$ cat config.mk
export PLATFORM = sky130hd
export DESIGN_NAME = vc_mem_arbiter
export DESIGN_NICKNAME = d
export VERILOG_FILES = /design/src/rtl/vc_mem_arbiter.sv
export SDC_FILE = /design/constraint.sdc
export NUM_CORES = 1
export LEC_CHECK = 0
export CAP_MARGIN = 20
export CORE_UTILIZATION = 43
export DETAILED_ROUTE_END_ITERATION = 16
export HOLD_SLACK_MARGIN = 0.02
export MAX_ROUTING_LAYER = met4
export PLACE_DENSITY = 0.83
export SLEW_MARGIN = 20
export SYNTH_ARGS = -nofsm -noshare
export SYNTH_HDL_FRONTEND = slang
export SYNTH_SLANG_ARGS = --single-unit
export TNS_END_PERCENT = 10
$ cat constraint.sdc
create_clock -name clk -period 3.6 [get_ports clk]
set_input_delay 1.08 -clock clk [delete_from_list [all_inputs] [get_ports clk]]
set_output_delay 1.08 -clock clk [all_outputs]
set_load 0.05 [all_outputs]
$ cat src/rtl/vc_mem_arbiter.sv
// Round-robin arbiter sharing one external memory port between icache line fills and dcache accesses.
// Optional macro ARB_TIMEOUT_EN aborts a transaction that sees no mem_ack for TIMEOUT cycles.
module vc_mem_arbiter #(
    parameter int PA         = 24,
    parameter int DW         = 16,
    parameter int LINE_BEATS = 4,
    parameter int TIMEOUT    = 255
) (
    input  logic                          clk,
    input  logic                          reset,
    input  logic                          i_req,
    input  logic [PA-1:0]                 i_addr,
    output logic [DW-1:0]                 i_rdata,
    output logic                          i_rvalid,
    output logic [$clog2(LINE_BEATS)-1:0] i_beat,
    output logic                          i_done,
    input  logic                          d_req,
    input  logic                          d_we,
    input  logic                          d_line,
    input  logic [PA-1:0]                 d_addr,
    input  logic [DW-1:0]                 d_wdata,
    output logic                          d_wnext,
    output logic [DW-1:0]                 d_rdata,
    output logic                          d_rvalid,
    output logic [$clog2(LINE_BEATS)-1:0] d_beat,
    output logic                          d_done,
    output logic                          mem_req,
    output logic                          mem_we,
    output logic [PA-1:0]                 mem_addr,
    output logic [DW-1:0]                 mem_wdata,
    input  logic [DW-1:0]                 mem_rdata,
    input  logic                          mem_ack,
    output logic                          bus_err
);

    localparam int            B         = $clog2(LINE_BEATS);
    localparam logic [B-1:0]  LAST_BEAT = B'(LINE_BEATS - 1);
    localparam logic [PA-1:0] LINE_MASK = PA'(2 * LINE_BEATS - 1);

    if (LINE_BEATS < 2 || (LINE_BEATS & (LINE_BEATS - 1)) != 0) begin : g_bad_line
        $error("LINE_BEATS must be a power of 2 and at least 2");
    end
    if (TIMEOUT < 1 || TIMEOUT > 255) begin : g_bad_timeout
        $error("TIMEOUT must fit the 8-bit abort counter (1..255)");
    end

    typedef enum logic [1:0] {IDLE, XFER, DONE} state_t;
    state_t state, state_next;

    logic          gnt_d;
    logic          last_d;
    logic          we_q;
    logic          line_q;
    logic [PA-1:0] addr_q;
    logic [B-1:0]  beat;
    logic          grant;
    logic          grant_d;
    logic          finish;
    logic          abort;
    logic          last_beat;
    logic          timeout_hit;
    logic          active;

    // Line bursts wrap the beat index inside the line; single beats only clear the byte bit.
    function automatic logic [PA-1:0] beat_addr(input logic [PA-1:0] a, input logic [B-1:0] bt,
                                                input logic line);
        logic [PA-1:0] off;
        off      = '0;
        off[B:1] = bt;
        return line ? ((a & ~LINE_MASK) | off) : (a & ~PA'(1));
    endfunction

    assign active    = (state == XFER);
    assign last_beat = !line_q || (beat == LAST_BEAT);

    always_ff @(posedge clk or posedge reset) begin
        if (reset) state <= IDLE;
        else       state <= state_next;
    end

    always_comb begin
        state_next = state;
        grant      = 1'b0;
        grant_d    = 1'b0;
        finish     = 1'b0;
        abort      = 1'b0;
        case (state)
            IDLE: begin
                if (i_req || d_req) begin
                    grant      = 1'b1;
                    grant_d    = d_req && (!i_req || !last_d);
                    state_next = XFER;
                end
            end
            XFER: begin
                if (mem_ack && last_beat) begin
                    finish     = 1'b1;
                    state_next = DONE;
                end else if (timeout_hit) begin
                    abort      = 1'b1;
                    state_next = DONE;
                end
            end
            DONE:    state_next = IDLE;
            default: state_next = IDLE;
        endcase
    end

`ifdef ARB_TIMEOUT_EN
    localparam logic [7:0] TMO_LAST = 8'(TIMEOUT - 1);
    logic [7:0] tmo_cnt;

    always_ff @(posedge clk or posedge reset) begin
        if (reset)                 tmo_cnt <= '0;
        else if (grant || mem_ack) tmo_cnt <= '0;
        else if (active)           tmo_cnt <= tmo_cnt + 8'd1;
    end

    assign timeout_hit = active && !mem_ack && (tmo_cnt == TMO_LAST);
`else
    assign timeout_hit = 1'b0;
`endif

    always_ff @(posedge clk or posedge reset) begin
        if (reset) begin
            gnt_d    <= 1'b0;
            last_d   <= 1'b0;
            beat     <= '0;
            mem_req  <= 1'b0;
            mem_we   <= 1'b0;
            mem_addr <= '0;
            i_done   <= 1'b0;
            d_done   <= 1'b0;
            bus_err  <= 1'b0;
        end else begin
            if (grant) begin
                gnt_d    <= grant_d;
                beat     <= '0;
                mem_req  <= 1'b1;
                mem_we   <= grant_d && d_we;
                mem_addr <= grant_d ? beat_addr(d_addr, '0, d_line) : beat_addr(i_addr, '0, 1'b1);
            end else if (active && mem_ack) begin
                beat     <= finish ? '0 : beat + 1'b1;
                mem_addr <= beat_addr(addr_q, beat + 1'b1, line_q);
            end
            if (finish || abort) begin
                mem_req <= 1'b0;
                mem_we  <= 1'b0;
                last_d  <= gnt_d;
            end
            i_done  <= (finish || abort) && !gnt_d;
            d_done  <= (finish || abort) && gnt_d;
            bus_err <= abort;
        end
    end

    // Transaction attributes are frozen at grant; later request-side changes are ignored.
    always_ff @(posedge clk) begin
        if (grant) begin
            addr_q <= grant_d ? d_addr : i_addr;
            we_q   <= grant_d && d_we;
            line_q <= !grant_d || d_line;
        end
    end

    assign i_rvalid  = active && !gnt_d && mem_ack;
    assign d_rvalid  = active && gnt_d && !we_q && mem_ack;
    assign d_wnext   = active && gnt_d && we_q && mem_ack;
    assign i_rdata   = (active && !gnt_d) ? mem_rdata : '0;
    assign d_rdata   = (active && gnt_d && !we_q) ? mem_rdata : '0;
    assign i_beat    = (active && !gnt_d) ? beat : '0;
    assign d_beat    = (active && gnt_d) ? beat : '0;
    assign mem_wdata = (active && gnt_d && we_q) ? d_wdata : '0;

endmodule

==> results of run 1 <==
area by class of cell:
type / count / area share (%)
flip-flops and latches: 58 / 27.90
well taps: 96 / 2.126
multi-input cells: 246 / 25.84
clock buffers: 10 / 2.259
clock inverters: 6 / 1.019
inverters: 5 / 0.3322
repair buffers: 179 / 40.52
layer usage:
| metal | vias to the layer above | global-route usage, % | part of all wire [%] |
|---|---|---|---|
| li1 | 1486 | - | - |
| met1 | 1515 | 30.21 | 36 |
| met2 | 144 | 50.39 | 53 |
| met3 | 24 | 6.975 | 8.2 |
| met4 | 0 | 10.85 | 2.2 |
| met5 | - | - | 0 |
worst paths after layout:
| check | startpoint | to | slack, ns |
|---|---|---|---|
| setup / recovery | mem_ack | i_rvalid | 0.39 |
| hold / removal | mem_addr[10] | mem_addr[10] | 0.49 |
| setup reg to reg | state[1] | addr_q[7] | 1.58 |
| hold reg to reg | mem_addr[10] | mem_addr[10] | 0.49 |
| max in group asynchronous | reset | i_done | 2.12 |
| min in group asynchronous | reset | mem_addr[9] | 1.14 |
sequential cells by signal, summed over array words and instances, names as in the netlist:
name	count
line_q	1
addr_q	23
we_q	1
last_d	1
state	2
beat	2
mem_addr	23
gnt_d	1
d_done	1
mem_we	1
mem_req	1
i_done	1
synthesized netlist by cell type, types with 2 or more instances:
library cell	number	area share, %
nand2_1	77	9.1
edfxtp_1	25	24
buf_1	2	0.24
mux2_2	7	2.5
a21o_1	7	1.7
a32o_1	16	5.0
a21oi_1	19	3.0
dfrtp_1	33	26
a32oi_1	2	0.55
clkbuf_1	11	1.3
buf_6	2	0.71
and2_1	54	11
and3_1	6	1.2
buf_2	9	1.4
nor2_1	5	0.59
or3_1	30	5.9
nor2b_1	2	0.39
buf_4	2	0.47
a22o_1	6	1.7
inv_1	4	0.47
power groups by stage:
| stage | registers (W) | clock network (W) | logic (W) |
|---|---|---|---|
| floorplan | 0.00161 | 0 | 0.00131 |
| global placement | 0.00112 | 0 | 0.00301 |
| detailed placement | 0.00113 | 0 | 0.00307 |
| CTS | 0.00112 | 0.000577 | 0.00309 |
| global route | 0.00115 | 0.000609 | 0.00320 |
| finish | 0.00112 | 0.000572 | 0.00307 |
stage by stage:
stage,area [um^2],cells,util [%],setup slack (ns)
floorplan,3186,335,-,0.3208
global route,5650,600,80.93,0.3473
detailed placement,5464,584,78.26,0.3993
finish,5650,600,80.93,0.3912
global placement,5464,584,78.26,0.3912
CTS,5649,600,80.91,0.4009
worst reg2reg max path: cells and delay by family (launching register included):
family,cells,cell delay [ns]
AND/OR/NAND/NOR,1,0.21
buffers and inverters,4,0.94
AO/OA/AOI/OAI,1,0.14
flip-flops,1,0.39
cells by family after synthesis:
group	after synthesis
fa+ha+maj	1
other cells	1
buf+inv	31
mux	8
compound gates	55
simple gates	180
flops	58
placed cells by master (no fill, tap or decap), drive strengths merged, types with 2 or more instances in the layout:
master / Yosys / routed
clkinv: 1 / 6
nand2: 77 / 77
edfxtp: 25 / 25
nor2: 5 / 5
conb: 1 / 2
o21ai: 2 / 2
a21oi: 19 / 19
a21o: 7 / 7
a22o: 6 / 6
or3: 30 / 30
inv: 4 / 4
clkbuf: 11 / 10
mux2: 7 / 7
and3: 6 / 6
dfrtp: 33 / 33
a32oi: 2 / 2
nor2b: 2 / 2
buf: 15 / 66
clkdlybuf4s50: 0 / 113
a32o: 16 / 16
and2: 54 / 54
==> flow_summary.ini, run 1 <==
[power]
power.density_nw_per_um2 = 843.0
p_total_w = 0.004763
switching_share_pct = 46.45
p_comb_share_pct = 64.4
ir_worst_vdd_v = 0.0005229
p_leak_nw = 2.356
seqPwrFrac_pct = 23.6
p_int_w = 0.002551
clockPowerShare_pct = 12.0
p_switching_w = 0.002212

[sta]
hold_viol = 0
tightest_slew_ns = 0.8812
slew_viol_final = 0
finClkSkew_ns = 0.008731
max_freq_mhz = 311.6
holdWs_ns = 0.4882
setup_viol = 0
slew_headroom_pct = 41.25
grt_setup_unrepaired = false
fin_crit_sh_pct = 89.13
timing.final.crit_period_ns = 3.209
setup_tns_ns = 0

[floorplan]
rows = 30
die_area_um2 = 7748
die_h_um = 88.02
core-area_um2 = 6982
ios = 171
start_util_pct = 45.57
die_width_um = 88.02

[global_routing]
grt_pass1_wl_um = 15770
antenna_found_initial = 0
grt-ovfl-total = 0
grt_pass1_vias = 3108
grt_max_degree = 37
grt_use_total_pct = 28.29

[clock_network]
insertion_delay_ns = 0.33
cts_tree = built
cts.path.max_buffers = 2
ctsResizeCount = 0
clk_pin_slew_worst_paths_ns = 0.06
root_buffer = clkbuf_8
cts_buffers = 9
cts_max_level = 3
cts.sinks = 58
ctsHoldBuffers = 0
cts_setup_buffers = 0

[worst_setup_path]
max_stage_delay_ns = 0.51
critPathKind = input port to output pin
crit_arrival_ns = 2.13
worstRegToRegCells = 6
cp.buffers_inverters = 3
slowest_stage = clkdlybuf4s50_1
cp_cell_sequence = clkdlybuf4s50_1 > nand2_1 > nor3_1 > buf_4 > buf_12
cp_num_cells = 5
cp_top_family = buffers and inverters
crit_path_end_kind = output pin
critPathRequiredTime_ns = 2.52
path_max_fanout = 3
cp-start-kind = input port

[synth]
yosys.area_share.simple_pct = 29.02
async_flop_share_pct = 56.90
ys_seq_elements = 58
synth_top_family_by_area = simple AND/OR/NAND/NOR gates
yosys_warnings = 0
synthFlopType = dfrtp_1
yosys.area_share.adder_pct = 0.3932
syn-cell-area_um2 = 3182
ys_seq_area_share_pct = 49.55
postSynthAreaPerCell_um2 = 9.526
synth_cells = 334
synth-edff-count = 25
synth_mux_area_share_pct = 2.792
synth-compound-area-share_pct = 13.41
synth_xor_xnor_area_share_pct = 0
synth_cell_type_count = 35

[min_path]
min_path_cells = 1
hold_path_class = flop to flop

[finish]
seqCellArea_um2 = 1577
multi_input_comb_area_um2 = 1460
syn2layout_area_growth_pct = 77.59
nets = 587
diodes = 0
fillerInstances = 447
layout-drive-gt1-share_pct = 18.06

[routing]
drc = 0
routedWlPerCell_um = 17.75
drtIter0Drc = 250
ant_nets = 0
routed_wl_um = 10650
dr.pass1.iters = 4
num_vias = 3169
viasPerCell = 5.282

[placed_design]
hpwl_um = 7965
place.gp.congestion = 0.7856
port_buffers = 166

[run]
maxCapViolCount = 0

[outcome]
status = complete, no violations
Power figures use the tool's default switching activity.
==> run 2: changes to the inputs <==
--- a/config.mk
+++ b/config.mk
@@ -6,11 +6,12 @@
 export NUM_CORES = 1
 export LEC_CHECK = 0
 export CAP_MARGIN = 20
-export CORE_UTILIZATION = 43
+export CORE_UTILIZATION = 44
+export CTS_BUF_LIST = sky130_fd_sc_hd__clkbuf_4 sky130_fd_sc_hd__clkbuf_8
 export DETAILED_ROUTE_END_ITERATION = 16
 export HOLD_SLACK_MARGIN = 0.02
 export MAX_ROUTING_LAYER = met4
-export PLACE_DENSITY = 0.83
+export PLACE_DENSITY = 0.85
 export SLEW_MARGIN = 20
 export SYNTH_ARGS = -nofsm -noshare
 export SYNTH_HDL_FRONTEND = slang
==> run 2 against run 1 <==
Against the previous run:
- maximum frequency is 7.1% lower
- combinational power barely moved
- power shrank 1.4%
- die area shrank 2.2%
- critical path type unchanged
- largest power group unchanged
==> flow_summary.ini, run 2 (synthesized netlist as in run 1, its figures left out) <==
[outcome]
status = complete, no violations

[placed_design]
port_buffers = 166
place.gp.congestion = 0.8044
placed_cells = 581
placed_area_um2 = 5454
hpwl_um = 7799

[sta]
fin_crit_sh_pct = 96.00
grt_setup_unrepaired = false
tightest_slew_ns = 1.129
slew_viol_final = 0
timing.final.crit_period_ns = 3.456
hold_viol = 0
setup_viol = 0
max_freq_mhz = 289.4
setup_tns_ns = 0
finClkSkew_ns = 0.005957
slew_headroom_pct = 24.75

[power]
clockPowerShare_pct = 11.1
seqPwrFrac_pct = 23.9
switching_share_pct = 46.60
p_leak_nw = 2.342
p_comb_share_pct = 64.9
ir_worst_vdd_v = 0.0004862
p_int_w = 0.002509
power.density_nw_per_um2 = 835.2
p_switching_w = 0.002189

[clock_network]
cts.sinks = 58
cts_buffers = 9
ctsHoldBuffers = 0
insertion_delay_ns = 0.33
cts_max_level = 3
clk_pin_slew_worst_paths_ns = 0.06
cts_tree = built
cts.path.max_buffers = 2
ctsResizeCount = 0
root_buffer = clkbuf_8
cts_setup_buffers = 0

[worst_setup_path]
r2r_slack_ns = 1.30
cp_top_family = buffers and inverters
slowest_stage = clkdlybuf4s50_1
crit_arrival_ns = 2.38
path_max_fanout = 3
critPathKind = input port to output pin
max_stage_delay_ns = 0.56
critPathRequiredTime_ns = 2.52
cp-start-kind = input port
regToRegStartpoint = state[1]
r2r_end = mem_addr[2]
crit_path_end_kind = output pin
worstRegToRegCells = 5
cp_cell_sequence = clkdlybuf4s50_1 > nand2_1 > nor3_1 > buf_12
cp.buffers_inverters = 2

[routing]
dr.pass1.iters = 5
routedWlPerCell_um = 17.20
drtIter0Drc = 159
viasPerCell = 5.229
drc = 0
num_vias = 3122
routed_wl_um = 10270
ant_nets = 0

[min_path]
worstHoldStart = mem_addr[4]
min_path_cells = 1
hold_path_class = flop to flop
min_delay_worst_endpoint = mem_addr[4]

[finish]
diodes = 0
nets = 584
fin_cells = 597
final_common_cell = clkdlybuf4s50_1
mostFrequentLayoutCells = 113 x clkdlybuf4s50_1, 77 x nand2_1, 54 x and2_1, 54 x buf_12, 33 x dfrtp_1
top_regs = addr_q (23), mem_addr (23)
syn2layout_area_growth_pct = 76.80
post-route-util_pct = 81.45
layout-drive-gt1-share_pct = 17.56
final_cell_area_um2 = 5625

[floorplan]
ios = 171
rows = 30
die_area_um2 = 7575
die_width_um = 87.04
core-area_um2 = 6907
start_util_pct = 46.07
die_h_um = 87.04

[global_routing]
grt_pass1_wl_um = 15640
grt_max_degree = 37
antenna_found_initial = 0
grt_pass1_vias = 3002
grt-ovfl-total = 0
grt_use_total_pct = 28.68

[run]
maxCapViolCount = 0
-- run 2: stage by stage --
| stage | power (W) | setup slack (ns) | hold WS, ns |
|---|---|---|---|
| floorplan | 0.002915 | 0.3208 | 0.4623 |
| global placement | 0.004122 | 0.2130 | 0.4743 |
| detailed placement | 0.004200 | 0.1858 | 0.4815 |
| global route | 0.004909 | 0.1176 | 0.5215 |
| finish | 0.004699 | 0.1442 | 0.4946 |
| CTS | 0.004726 | 0.1786 | 0.4955 |
-- run 2: cell type report --
| class | instances | area (um^2) |
|---|---|---|
| repair buffers | 176 | 2280 |
| flip-flops and latches | 58 | 1577 |
| multi-input cells | 246 | 1459 |
| fillers | 434 | 1281 |
| clock buffers | 12 | 152.6 |
| well taps | 96 | 120.1 |
| clock inverters | 4 | 18.77 |
| inverters | 5 | 18.77 |
-- run 2: worst register-to-register path: stages, from the launching register on --
cell     delay [ns]
dfrtp_1        0.38
buf_4          0.21
nor2_1         0.22
and3_1         0.95
a32oi_1        0.26
a21oi_1        0.20
-- run 2: layer usage --
metal  routed length [um]  global-route usage [%]  vias to the layer above
met4                  161                   9.394                        0
met1                 3820                   32.09                     1473
li1                     -                       -                     1476
met5                    0                       -                        -
met3                  840                   6.825                       16
met2                 5449                   50.32                      157
-- run 2: worst max path at each step --
stage | slack [ns] | depth (start not counted) | to | start
4_1_cts | 0.18 | 4 | i_rvalid | mem_ack
3_3_place_gp | 0.21 | 4 | i_rvalid | mem_ack
5_1_grt | 0.12 | 4 | i_rvalid | mem_ack
3_5_place_dp | 0.19 | 4 | i_rvalid | mem_ack
6_report | 0.14 | 4 | i_rvalid | mem_ack
2_1_floorplan | 0.32 | 2 | i_rvalid | mem_ack
-- run 2: power by group through the flow --
| stage | combinational (W) | sequential [W] | clock (W) |
|---|---|---|---|
| 4_1_cts | 0.00307 | 0.00112 | 0.000530 |
| 5_1_grt | 0.00320 | 0.00115 | 0.000558 |
| 6_report | 0.00305 | 0.00112 | 0.000523 |
| 3_3_place_gp | 0.00300 | 0.00112 | 0 |
| 3_5_place_dp | 0.00307 | 0.00113 | 0 |
| 2_1_floorplan | 0.00131 | 0.00161 | 0 |
